==> config.mk <==
export PLATFORM = sky130hd
export DESIGN_NAME = mem_port_arbiter_flat
export DESIGN_NICKNAME = d
export VERILOG_FILES = /design/src/rtl/cpu_mem_pkg.sv /design/src/rtl/mem_port_arbiter_if.sv /design/src/rtl/mem_lat_counter.sv /design/src/rtl/mem_port_arbiter.sv /design/src/flat_wrapper.sv
export SDC_FILE = /design/constraint.sdc
export NUM_CORES = 1
export LEC_CHECK = 0
export CELL_PAD_IN_SITES_DETAIL_PLACEMENT = 1
export CELL_PAD_IN_SITES_GLOBAL_PLACEMENT = 2
export CORE_UTILIZATION = 23
export DETAILED_ROUTE_END_ITERATION = 6
export PLACE_DENSITY_LB_ADDON = 0.1
export SLEW_MARGIN = 20
export SYNTH_ARGS = -nofsm -noshare
export SYNTH_HDL_FRONTEND = slang
export SYNTH_SLANG_ARGS = --single-unit
==> constraint.sdc <==
create_clock -name clk -period 1.85 [get_ports clk]
set_input_delay 0.2775 -clock clk [delete_from_list [all_inputs] [get_ports clk]]
set_output_delay 0.2775 -clock clk [all_outputs]
set_load 0.01 [all_outputs]
==> src/rtl/cpu_mem_pkg.sv <==
// cpu_mem_pkg
// Shared types and defaults for the CPU memory-port arbiter slice.
//   state_t  : arbiter FSM states (IDLE, ISSUE, WAIT, RESP)
//   owner_t  : which requester currently owns the memory port
//   MEM_LAT_DEF / STARVE_MAX_DEF : default parameter values
//   LAT_W    : width of the WAIT-state latency counter
package cpu_mem_pkg;

  typedef enum logic [1:0] {
    IDLE  = 2'd0,
    ISSUE = 2'd1,
    WAIT  = 2'd2,
    RESP  = 2'd3
  } state_t;

  typedef enum logic {
    OWN_IF = 1'b0,
    OWN_DM = 1'b1
  } owner_t;

  localparam int MEM_LAT_DEF    = 2;
  localparam int STARVE_MAX_DEF = 4;
  localparam int LAT_W          = 4;

endpackage

==> src/rtl/mem_port_arbiter_if.sv <==
// mem_port_arbiter_if
// Bundles the fetch port, the data port and the shared memory port.
//   slave  modport : the arbiter's view (requests in, responses/memory out)
//   master modport : the environment's view (CPU stages plus memory)
//
// Handshake: a requester raises *_req with its address (and, for data,
// we/wdata) and holds them until the matching *_valid pulse, which lasts
// exactly one cycle and carries *_rdata. The request is then dropped or
// renewed by the next clock edge. Inputs are only looked at while the
// arbiter is idle, so changing them while a request is in flight is
// harmless. mem_rdata must be valid MEM_LAT cycles after the mem_en cycle.
interface mem_port_arbiter_if;
  logic        if_req;
  logic [31:0] if_addr;
  logic        if_valid;
  logic [31:0] if_rdata;

  logic        dm_req;
  logic        dm_we;
  logic [31:0] dm_addr;
  logic [31:0] dm_wdata;
  logic        dm_valid;
  logic [31:0] dm_rdata;

  logic        mem_en;
  logic        mem_we;
  logic [31:0] mem_addr;
  logic [31:0] mem_wdata;
  logic [31:0] mem_rdata;

  logic        stall_if;
  logic        stall_dm;

  modport slave (
    input  if_req, if_addr, dm_req, dm_we, dm_addr, dm_wdata, mem_rdata,
    output if_valid, if_rdata, dm_valid, dm_rdata,
    output mem_en, mem_we, mem_addr, mem_wdata, stall_if, stall_dm
  );

  modport master (
    output if_req, if_addr, dm_req, dm_we, dm_addr, dm_wdata, mem_rdata,
    input  if_valid, if_rdata, dm_valid, dm_rdata,
    input  mem_en, mem_we, mem_addr, mem_wdata, stall_if, stall_dm
  );
endinterface

==> src/rtl/mem_lat_counter.sv <==
// mem_lat_counter
// Down-counter that times the WAIT phase of a memory access.
//   clk, rst_n : clock, synchronous active-low reset
//   load       : load load_val (asserted during ISSUE)
//   load_val   : number of WAIT cycles
//   en         : count down (asserted during WAIT)
//   done       : high in the last WAIT cycle (count == 1)
module mem_lat_counter
  import cpu_mem_pkg::*;
(
  input  logic             clk,
  input  logic             rst_n,
  input  logic             load,
  input  logic [LAT_W-1:0] load_val,
  input  logic             en,
  output logic             done
);

  logic [LAT_W-1:0] cnt;

  always_ff @(posedge clk) begin
    if (!rst_n) begin
      cnt <= '0;
    end else if (load) begin
      cnt <= load_val;
    end else if (en && (cnt != '0)) begin
      cnt <= cnt - LAT_W'(1);
    end
  end

  // The count holds the number of WAIT cycles still to go, including the
  // current one, so a value of 1 marks the final cycle.
  assign done = (cnt == LAT_W'(1));

endmodule

==> src/rtl/mem_port_arbiter.sv <==
// mem_port_arbiter
// Shares one fixed-latency memory port between instruction fetch and the
// data stage. Each access runs IDLE -> ISSUE -> WAIT (MEM_LAT cycles) ->
// RESP, giving a request-to-valid latency of MEM_LAT+2 cycles.
// Data wins ties unless fetch has been passed over STARVE_MAX times.
//   MEM_LAT    : memory read latency in cycles, 1..15
//   STARVE_MAX : data grants allowed while fetch waits, 1..15
//   clk, rst_n : clock, synchronous active-low reset
//   bus        : fetch, data and memory signals (slave modport)
//   dbg_state  : current FSM state, for observation only
module mem_port_arbiter
  import cpu_mem_pkg::*;
#(
  parameter int MEM_LAT    = MEM_LAT_DEF,
  parameter int STARVE_MAX = STARVE_MAX_DEF
) (
  input  logic                  clk,
  input  logic                  rst_n,
  mem_port_arbiter_if.slave     bus,
  output state_t                dbg_state
);

  localparam logic [LAT_W-1:0] LAT_LOAD   = LAT_W'(MEM_LAT);
  localparam logic [LAT_W-1:0] STARVE_LIM = LAT_W'(STARVE_MAX);

  state_t           state;
  owner_t           owner;
  logic             lat_we;      // latched write flag of the access in flight
  logic [LAT_W-1:0] starve_cnt;  // data grants made while fetch was waiting
  logic             lat_done;
  logic             any_req;
  logic             grant_dm;

  mem_lat_counter u_lat (
    .clk      (clk),
    .rst_n    (rst_n),
    .load     (state == ISSUE),
    .load_val (LAT_LOAD),
    .en       (state == WAIT),
    .done     (lat_done)
  );

  assign any_req  = bus.if_req | bus.dm_req;
  // Data normally wins; once fetch has been skipped STARVE_MAX times in a
  // row it gets the next slot.
  assign grant_dm = bus.dm_req & ~(bus.if_req & (starve_cnt == STARVE_LIM));

  always_ff @(posedge clk) begin
    if (!rst_n) begin
      state      <= IDLE;
      owner      <= OWN_IF;
      lat_we     <= 1'b0;
      starve_cnt <= '0;
      bus.mem_en    <= 1'b0;
      bus.mem_we    <= 1'b0;
      bus.mem_addr  <= '0;
      bus.mem_wdata <= '0;
      bus.if_valid  <= 1'b0;
      bus.if_rdata  <= '0;
      bus.dm_valid  <= 1'b0;
      bus.dm_rdata  <= '0;
    end else begin
      // Strobes are one-cycle pulses unless set below.
      bus.mem_en   <= 1'b0;
      bus.mem_we   <= 1'b0;
      bus.if_valid <= 1'b0;
      bus.dm_valid <= 1'b0;

      case (state)
        IDLE: begin
          if (any_req) begin
            state      <= ISSUE;
            bus.mem_en <= 1'b1;
            if (grant_dm) begin
              owner         <= OWN_DM;
              lat_we        <= bus.dm_we;
              bus.mem_we    <= bus.dm_we;
              bus.mem_addr  <= bus.dm_addr;
              bus.mem_wdata <= bus.dm_wdata;
              if (bus.if_req && (starve_cnt < STARVE_LIM)) begin
                starve_cnt <= starve_cnt + LAT_W'(1);
              end
            end else begin
              // A fetch never writes; mem_wdata keeps its last value.
              owner        <= OWN_IF;
              lat_we       <= 1'b0;
              bus.mem_addr <= bus.if_addr;
              starve_cnt   <= '0;
            end
          end
        end

        ISSUE: begin
          state <= WAIT;
        end

        WAIT: begin
          if (lat_done) begin
            state <= RESP;
            if (owner == OWN_IF) begin
              bus.if_valid <= 1'b1;
              bus.if_rdata <= bus.mem_rdata;
            end else begin
              bus.dm_valid <= 1'b1;
              // Stores acknowledge without disturbing the last load data.
              if (!lat_we) begin
                bus.dm_rdata <= bus.mem_rdata;
              end
            end
          end
        end

        RESP: begin
          state <= IDLE;
        end

        default: begin
          state <= IDLE;
        end
      endcase
    end
  end

  assign bus.stall_if = bus.if_req & ~bus.if_valid;
  assign bus.stall_dm = bus.dm_req & ~bus.dm_valid;
  assign dbg_state    = state;

endmodule

==> src/flat_wrapper.sv <==
// flat-port wrapper written by rule: the top's interface ports become plain ports
module mem_port_arbiter_flat import cpu_mem_pkg::*;
#(
  parameter int MEM_LAT    = MEM_LAT_DEF,
  parameter int STARVE_MAX = STARVE_MAX_DEF
)
  (clk, rst_n, dbg_state, bus_if_req, bus_if_addr, bus_dm_req, bus_dm_we, bus_dm_addr, bus_dm_wdata, bus_mem_rdata, bus_if_valid, bus_if_rdata, bus_dm_valid, bus_dm_rdata, bus_mem_en, bus_mem_we, bus_mem_addr, bus_mem_wdata, bus_stall_if, bus_stall_dm);
  mem_port_arbiter_if bus_i ();
  input  logic clk;
  input  logic rst_n;
  output state_t dbg_state;
  input wire logic [$bits(bus_i.if_req)-1:0] bus_if_req;
  input wire logic [$bits(bus_i.if_addr)-1:0] bus_if_addr;
  input wire logic [$bits(bus_i.dm_req)-1:0] bus_dm_req;
  input wire logic [$bits(bus_i.dm_we)-1:0] bus_dm_we;
  input wire logic [$bits(bus_i.dm_addr)-1:0] bus_dm_addr;
  input wire logic [$bits(bus_i.dm_wdata)-1:0] bus_dm_wdata;
  input wire logic [$bits(bus_i.mem_rdata)-1:0] bus_mem_rdata;
  output wire logic [$bits(bus_i.if_valid)-1:0] bus_if_valid;
  output wire logic [$bits(bus_i.if_rdata)-1:0] bus_if_rdata;
  output wire logic [$bits(bus_i.dm_valid)-1:0] bus_dm_valid;
  output wire logic [$bits(bus_i.dm_rdata)-1:0] bus_dm_rdata;
  output wire logic [$bits(bus_i.mem_en)-1:0] bus_mem_en;
  output wire logic [$bits(bus_i.mem_we)-1:0] bus_mem_we;
  output wire logic [$bits(bus_i.mem_addr)-1:0] bus_mem_addr;
  output wire logic [$bits(bus_i.mem_wdata)-1:0] bus_mem_wdata;
  output wire logic [$bits(bus_i.stall_if)-1:0] bus_stall_if;
  output wire logic [$bits(bus_i.stall_dm)-1:0] bus_stall_dm;
  assign bus_i.if_req = bus_if_req;
  assign bus_i.if_addr = bus_if_addr;
  assign bus_i.dm_req = bus_dm_req;
  assign bus_i.dm_we = bus_dm_we;
  assign bus_i.dm_addr = bus_dm_addr;
  assign bus_i.dm_wdata = bus_dm_wdata;
  assign bus_i.mem_rdata = bus_mem_rdata;
  assign bus_if_valid = bus_i.if_valid;
  assign bus_if_rdata = bus_i.if_rdata;
  assign bus_dm_valid = bus_i.dm_valid;
  assign bus_dm_rdata = bus_i.dm_rdata;
  assign bus_mem_en = bus_i.mem_en;
  assign bus_mem_we = bus_i.mem_we;
  assign bus_mem_addr = bus_i.mem_addr;
  assign bus_mem_wdata = bus_i.mem_wdata;
  assign bus_stall_if = bus_i.stall_if;
  assign bus_stall_dm = bus_i.stall_dm;
  mem_port_arbiter #(.MEM_LAT(MEM_LAT), .STARVE_MAX(STARVE_MAX)) u_core (.clk(clk), .rst_n(rst_n), .bus(bus_i), .dbg_state(dbg_state));
endmodule
## Word level (Yosys, flattened, before mapping)

Cells that the tools add are included.
Widths: inputs -> output; s select.

| word-level totals | value |
|---|---|
| input bits | 133 |
| logic and storage cells | 64 |
| register bits after elaboration | 144 |
| output and inout port bits | 136 |

| cells by class | value |
|---|---|
| equal/unequal tests | 8 |
| muxes and demuxes | 13 |
| $lt $le $gt $ge | 1 |
| add/subtract/negate cells | 2 |
| bitwise logic cells | 11 |
| reduce and logical (&&, ||, !) cells | 15 |

Operators with widths:

| cell | number |
|---|---|
| $mux 32 | 1 |
| $reduce_and 3->1 | 5 |
| $mux 2 | 4 |
| $mux 4 | 2 |
| $pmux 2 s4 | 1 |
| $not 1->1 | 6 |
| $reduce_and 2->1 | 3 |
| $mux 1 | 5 |
| $add 4x1->4 const B | 1 |
| $and 1x1->1 | 4 |
| $eq 2x2->1 const B | 2 |
| $eq 4x1->1 const B | 1 |
| $eq 4x3->1 const B | 1 |
| $lt 4x3->1 const B | 1 |
| $ne 2x1->1 const B | 2 |
| $reduce_and 4->1 | 1 |
| $reduce_bool 4->1 | 1 |
| $sub 4x1->4 const B | 1 |
| $eq 2x1->1 const B | 1 |
| $logic_and 1x1->1 | 2 |
| $logic_not 2->1 | 1 |
| $ne 2x2->1 const B | 1 |
| $reduce_bool 2->1 | 1 |
| $reduce_or 2->1 | 1 |
| $or 1x1->1 | 1 |

## Depth between registers and ports, before layout

Gate-level depths: netlist of run 1.

| logic depth | value |
|---|---|
| word-level depth | 6 |
| gate-level depth with buffers | 8 |
| mapped depth without buffers | 5 |

## By module

A second synthesis of run 1 with hierarchy kept.

| second synthesis, totals | value |
|---|---|
| cells, all modules | 713 |
| area, all modules | 5925.7 µm² |

By module, submodules not included:

| module | area an instance (µm²) | cells an instance | instances | seq. area each (µm²) |
|---|---|---|---|---|
| mem_port_arbiter | 5654.2 | 678 | 1 | 2802.7 |
| mem_lat_counter | 271.5 | 35 | 1 | 80.1 |

## Worst setup path after synthesis of run 1

OpenSTA, ideal clock, no wires.

| timing | value |
|---|---|
| path kind | register -> register |
| from | register u_core.state[0], in the netlist u_core.dbg_state[0] |
| to | register u_core.bus.dm_rdata[0] |
| library setup time | 72 ps |
| stages on the path, launching flop included | 9 |
| path buffers | 3 |
| data arrival time | 1612 ps |
| slack | 167 ps |
| path through | dfxtp_1 -> inv_1 -> ha_1 -> buf_2 -> nand4bb_1 -> buf_2 -> nor3_4 -> buf_6 -> mux2i_1 |

| between the ends | value |
|---|---|
| word-level cells in the longest chain between the ends | 2 |

Ends and longest elaborated chain:

| item | line | text |
|---|---|---|
| start: declaration | mem_port_arbiter.sv:26 | `state_t state;` |
| start signal: assignment | mem_port_arbiter.sv:50 | `state <= IDLE;` |
| start signal: assignment | mem_port_arbiter.sv:72 | `state <= ISSUE;` |
| start signal: assignment | mem_port_arbiter.sv:94 | `state <= WAIT;` |
| $eq 2x2->1 | mem_port_arbiter.sv:69 | `case (state)` |
| $reduce_and 4->1 (no line) | -- |  |
| end signal: assignment | mem_port_arbiter.sv:107 | `bus.dm_rdata <= bus.mem_rdata;` |
| end: declaration | mem_port_arbiter_if.sv:36 | `output if_valid, if_rdata, dm_valid, dm_rdata,` |

Every way passes these cells.
A chain may end at the register's enable or synchronous reset.

## Worst setup path in the final report of run 1

| timing | value |
|---|---|
| from | register u_core.state[0], in the netlist u_core.dbg_state[0] |
| to | register u_core.bus.dm_rdata[5] |

The elaborated chain is that of the path after synthesis.

==> impl_metrics.toml, run 1 <==
[min_path]
holdPathStages = 3
min_path_type = "input pin to flip-flop"
hold_start = "rst_n"

[timing]
tightest_slew_ns = 0.4605
fin_crit_ns = 1.718
hold_viol = 0
worst_hold_slack_ns = 0.2772
setup_ws_ns = 0.1315
rsz0062_at_grt = "false"
setup_viol = 0
fin_crit_sh = 0.9289
slew_headroom = 0.6925
setup_tns_ns = 0
maxSlewViolCount = 0
clock-skew-final_ns = 0.009425
fmax_mhz = 581.9

[finish]
multi_input_area_um2 = 2967
regArea_um2 = 2883
nFillCells = 2987
fin_util = 0.3785
n_antenna_cell = 0
syn2layout_area_growth_pct = 60.45
fin_cells = 1301
final_net_count = 1095
drive_gt1_frac = 0.09938
final_area_um2 = 9920

[run_status]
outcome = "finished, violations left"
violations = "design-rule violations"

[floorplanning]
chipWidth_um = 166.0
initial_core_util = 0.2359
io_pins = 269
die_y_um = 166.0
coreArea_um2 = 26210
die_area_um2 = 27540
num_rows = 59

[worst_setup_path]
critPathLaunchType = "flip-flop"
worst-path-max-fanout = 32
startpoint = "u_core.dbg_state[0]"
cp.required_ns = 2.19
r2r_start = "u_core.dbg_state[0]"
worstSetupPathType = "flip-flop to flip-flop"
arrival_ns = 2.05
rr_worst_depth = 6
ff2ff_setup_slack_ns = 0.13
worstSetupEndpointType = "flip-flop"

[synth]
synth_enable_flop_cells = 0
yosysTopAreaCellShare = 0.4663
synthMuxAreaShare = 0.05343
yosys.area_share.xor_xnor = 0
synth_top_family_by_area = "compound AO/OA/AOI/OAI gates"
ys_types = 39
ys_ff_latch = 144
synth_compound_area_frac = 0.2510
synthesis.area_um2 = 6182
synthFlopType = "dfxtp_1"
synth_most_common_cell = "dfxtp_1"
synthSimpleGateAreaFrac = 0.1524
seq_area_frac_synth = 0.4663
synth_cells = 711
synth_fp_nets = 853
netlist_top_cells_area = "dfxtp_1 47%, a211oi_2 5.9%, a21oi_1 5.7%, o21ai_0 5.6%, nand3_1 5.4%"
yosys.area_share.adder = 0.01821
async_flop_share = 0
post-synth-top-area-cell = "dfxtp_1"
syn_area_per_cell_um2 = 8.695
synth.top_cells.by_count = "144 x dfxtp_1, 72 x nand2_1, 71 x a21oi_1"
ys_warn_count = 0

[route]
drt_wl_total_um = 23840
dr.first_iter.drc_count = 274
viasPerCell = 4.834
drcViolationCount = 21
ant_nets = 0
wl_per_cell_um = 18.32
first_pass_iters = 6
vias = 6289

[place]
dp_slack_ns = -0.06947
gp_congestion = 0.7728
hpwlAfterDp_um = 16530
placed_area_um2 = 9304
io_buffers = 268
dpl.cell_count = 1269

[pwr]
power.density_nw_per_um2 = 1138
leakagePower_nw = 3.348
irDropWorstVdd_v = 0.0005349
total_power_mw = 11.29

[global_routing]
grt_use_met3 = 0.05029
grt.met2_usage = 0.2968
grt_max_degree = 53
grt_pass1_vias = 6646
antenna_found_initial = 0
top_usage_layer = "met2"
grt_overflow = 0
grt_util_met1 = 0.2099
grt_pass1_wl_um = 37960
gr-usage-all-layers = 0.1740

[flow_run]
maxCapViolations = 0

[clock_tree]
numCtsBuffers = 17
cts_setup_buffers = 0
path_clk_slew_ns = 0.06
clkLatencyLatePin_ns = 0.42
clockRootBuffer = "clkbuf_16"
holdBufCountCts = 0
clk_path_buf_depth = 2
clkSinkCount = 144
htreeDepth = 4
cts_tree = "yes"
==> routing by layer <==
metal / wire length (um) / share of wire
met1: 10380 / 0.44
met2: 11460 / 0.48
met3: 1667 / 0.070
met4: 323 / 0.014
met5: 0 / 0
==> worst max-delay path: stages, from the launching register on <==
cell       delay, ns
dfxtp_1         0.33
inv_1           0.11
ha_1            0.25
nand4bb_1       0.19
nor3_4          0.19
buf_12          0.27
mux2i_1         0.25
==> what timing repair did <==
item,4_1_cts,5_1_grt
gates resized for setup,1,2
setup endpoints to repair,1,2
endpoints found under the hold margin,0,0
==> registers in the layout (all words and copies together) (netlist names) <==
name / cells
u_core.bus.dm_rdata: 32
u_core.u_lat.cnt: 4
u_core.bus.if_rdata: 32
u_core.dbg_state: 2
u_core.bus.mem_addr: 32
u_core.bus.dm_valid: 1
u_core.lat_we: 1
u_core.bus.mem_en: 1
u_core.owner: 1
u_core.bus.mem_we: 1
u_core.starve_cnt: 4
u_core.bus.if_valid: 1
u_core.bus.mem_wdata: 32
==> worst paths after layout <==
path | to
setup / recovery | u_core.bus.dm_rdata[5]
hold / removal | u_core.bus.mem_addr[0]
setup reg to reg | u_core.bus.dm_rdata[5]
hold reg to reg | u_core.bus.dm_rdata[23]
==> power breakdown <==
group          switching, mW  internal (mW)
Clock                   1.47           2.16
Sequential             0.244           3.54
Combinational           2.05           1.83
==> placed cells by master (no fill, tap or decap), types with 4 or more instances in the layout <==
cell	synthesis	final
buf_4	2	17
nand2_1	72	72
dfxtp_1	144	144
o21ai_1	30	29
a21oi_1	71	71
a211oi_2	29	29
clkbuf_16	0	17
nor3_1	4	4
nand4b_1	4	4
nand3_1	67	67
mux2i_1	33	33
a211oi_1	35	35
o21ai_0	69	69
buf_12	0	10
inv_1	8	8
ha_1	9	8
nor2_1	36	36
clkdlybuf4s50_1	0	265
==> cell type report <==
| class | count | share of cell area |
|---|---|---|
| clock inverter | 13 | 0.01804 |
| timing repair buffer | 294 | 0.3026 |
| sequential | 144 | 0.2906 |
| multi-input combinational | 486 | 0.2991 |
| clock buffer | 19 | 0.04364 |
| inverter | 10 | 0.003784 |
| tap | 335 | 0.04226 |
==> cells by family (layout without fill, tap and decap cells) <==
| kind of cell | Yosys count | count (layout) |
|---|---|---|
| muxes | 33 | 33 |
| DFF | 144 | 144 |
| AOI/OAI and AO/OA | 243 | 243 |
| buffers and inverters | 81 | 336 |
| adders and majority gates | 9 | 9 |
| and+or+nand+nor | 201 | 201 |
(Power assumes the default switching activity.)
==> run 2: changes to the inputs <==
- GPL_ROUTABILITY_DRIVEN: default -> 1
==> results of run 2 <==
Same layout as run 1: the final DEF is identical, and so are final timing and power.
==> run 3: changes to the inputs <==
- CORE_UTILIZATION: 23 -> 24
- CTS_BUF_LIST: default -> sky130_fd_sc_hd__clkbuf_8
==> impl_metrics.toml, run 3 (synthesis results as in run 1) <==
[run_status]
outcome = "finished, final reports clean"

[finish]
regArea_um2 = 2883
final_common_cell = "clkdlybuf4s50_1"
n_antenna_cell = 0
final_cell_mix = "265 x clkdlybuf4s50_1, 144 x dfxtp_1, 72 x nand2_1"
syn2layout_area_growth_pct = 58.51
nFillCells = 2919
final_net_count = 1095
multi_input_area_um2 = 2989
drive_gt1_frac = 0.1047

[place]
io_buffers = 268
gp_congestion = 0.7898
dp_slack_ns = -0.05825
hpwlAfterDp_um = 16060

[worst_setup_path]
arrival_ns = 1.47
worstSetupPathType = "flip-flop to output port"
critPathLaunchType = "flip-flop"
worstSetupEndpointType = "output port"
cp.required_ns = 1.57
worst-path-max-fanout = 2
ff2ff_setup_slack_ns = 0.15

[route]
wl_per_cell_um = 18.35
ant_nets = 0
drcViolationCount = 0
first_pass_iters = 6
vias = 6287
viasPerCell = 4.855
dr.first_iter.drc_count = 302
drt_wl_total_um = 23760

[floorplanning]
num_rows = 58
chipWidth_um = 162.5
coreArea_um2 = 25250
die_y_um = 162.5
io_pins = 269
initial_core_util = 0.2448
die_area_um2 = 26400

[global_routing]
grt_pass1_wl_um = 36350
grt_pass1_vias = 6559
top_usage_layer = "met2"
grt_use_met3 = 0.04533
grt.met2_usage = 0.2982
grt_overflow = 0
gr-usage-all-layers = 0.1763
antenna_found_initial = 0
grt_util_met1 = 0.2121
grt_max_degree = 80

[timing]
slew_headroom = 0.6793
clock-skew-final_ns = 0.01647
rsz0062_at_grt = "false"
fin_crit_ns = 1.748
tightest_slew_ns = 0.4804
setup_viol = 0
fin_crit_sh = 0.9448
maxSlewViolCount = 0
fmax_mhz = 572.1
hold_viol = 0
setup_ws_ns = 0.1022

[clock_tree]
htreeDepth = 4
holdBufCountCts = 0
clockRootBuffer = "clkbuf_8"
clkSinkCount = 144
clkLatencyLatePin_ns = 0.45
clk_path_buf_depth = 2
path_clk_slew_ns = 0.08
numCtsBuffers = 17
cts_tree = "yes"

[min_path]
min_path_type = "input pin to flip-flop"

[pwr]
leakagePower_nw = 3.293
total_power_mw = 10.56
irDropWorstVdd_v = 0.0005270
power.density_nw_per_um2 = 1077

[flow_run]
maxCapViolations = 0
[run 3: cell types whose count changed in the layout (fill, tap and decap cells not counted), sizes merged]
| cell | before | now |
|---|---|---|
| clkbuf | 19 | 18 |
| bufinv | 3 | 5 |
| clkinv | 3 | 6 |
| dlygate4sd2 | 1 | 0 |
| clkinvlp | 3 | 2 |
| inv | 14 | 11 |
[run 3: what timing repair did]
item,CTS,global route
gates resized for setup,0,5
endpoints found under the hold margin,0,0
endpoints found under the setup margin,0,24
buffers inserted,0,2
[run 3: final timing paths]
| path | depth (start not counted) | end | start |
|---|---|---|---|
| worst min-delay path | 4 | u_core.starve_cnt[3] | rst_n |
| worst max register to register | 7 | u_core.bus.dm_rdata[5] | u_core.dbg_state[0] |
| worst max-delay path | 2 | bus_stall_dm | u_core.bus.dm_valid |
| worst min register to register | 2 | u_core.bus.dm_rdata[26] | u_core.bus.dm_rdata[26] |
[run 3: layout make-up]
class                           count  share of cell area
Sequential cell                   144              0.2942
Clock buffer                       17             0.02388
Timing Repair Buffer              294              0.3090
Tap cell                          330             0.04213
Inverter                           10            0.003830
Multi-Input combinational cell    486              0.3050
Clock inverter                     14             0.02196
[run 3: report_power, final]
part | switching, mW | leakage, nW | internal [mW] | total [mW]
combinational | 2.04 | 1.90 | 1.82 | 3.86
clock | 1.31 | 0.222 | 1.60 | 2.91
sequential | 0.247 | 1.17 | 3.54 | 3.79
[run 3: layer usage]
metal	wire, um	up-vias	share of wire
li1	-	3005	-
met1	10270	3066	0.43
met2	11470	188	0.48
met3	1443	28	0.061
met4	578	0	0.024
met5	0	-	0
[run 3: worst max-delay path: stages (launching register included)]
cell and delay [ns]:
dfxtp_1 0.32, nor2b_1 0.10, clkdlybuf4s50_1 0.61
[run 3: stage by stage]
step                      utilization  area (um^2)  cells  setup TNS [ns]  hold slack (ns)
final                          0.3880         9799   1295               0           0.3480
after global routing           0.3880         9799   1295               0           0.3498
after detailed placement       0.3676         9283   1261        -0.06140           0.4496
after floorplan                     -         6182    711               0           0.4196
after CTS                      0.3854         9732   1292               0           0.3187
after global placement         0.3676         9283   1261               0           0.4455
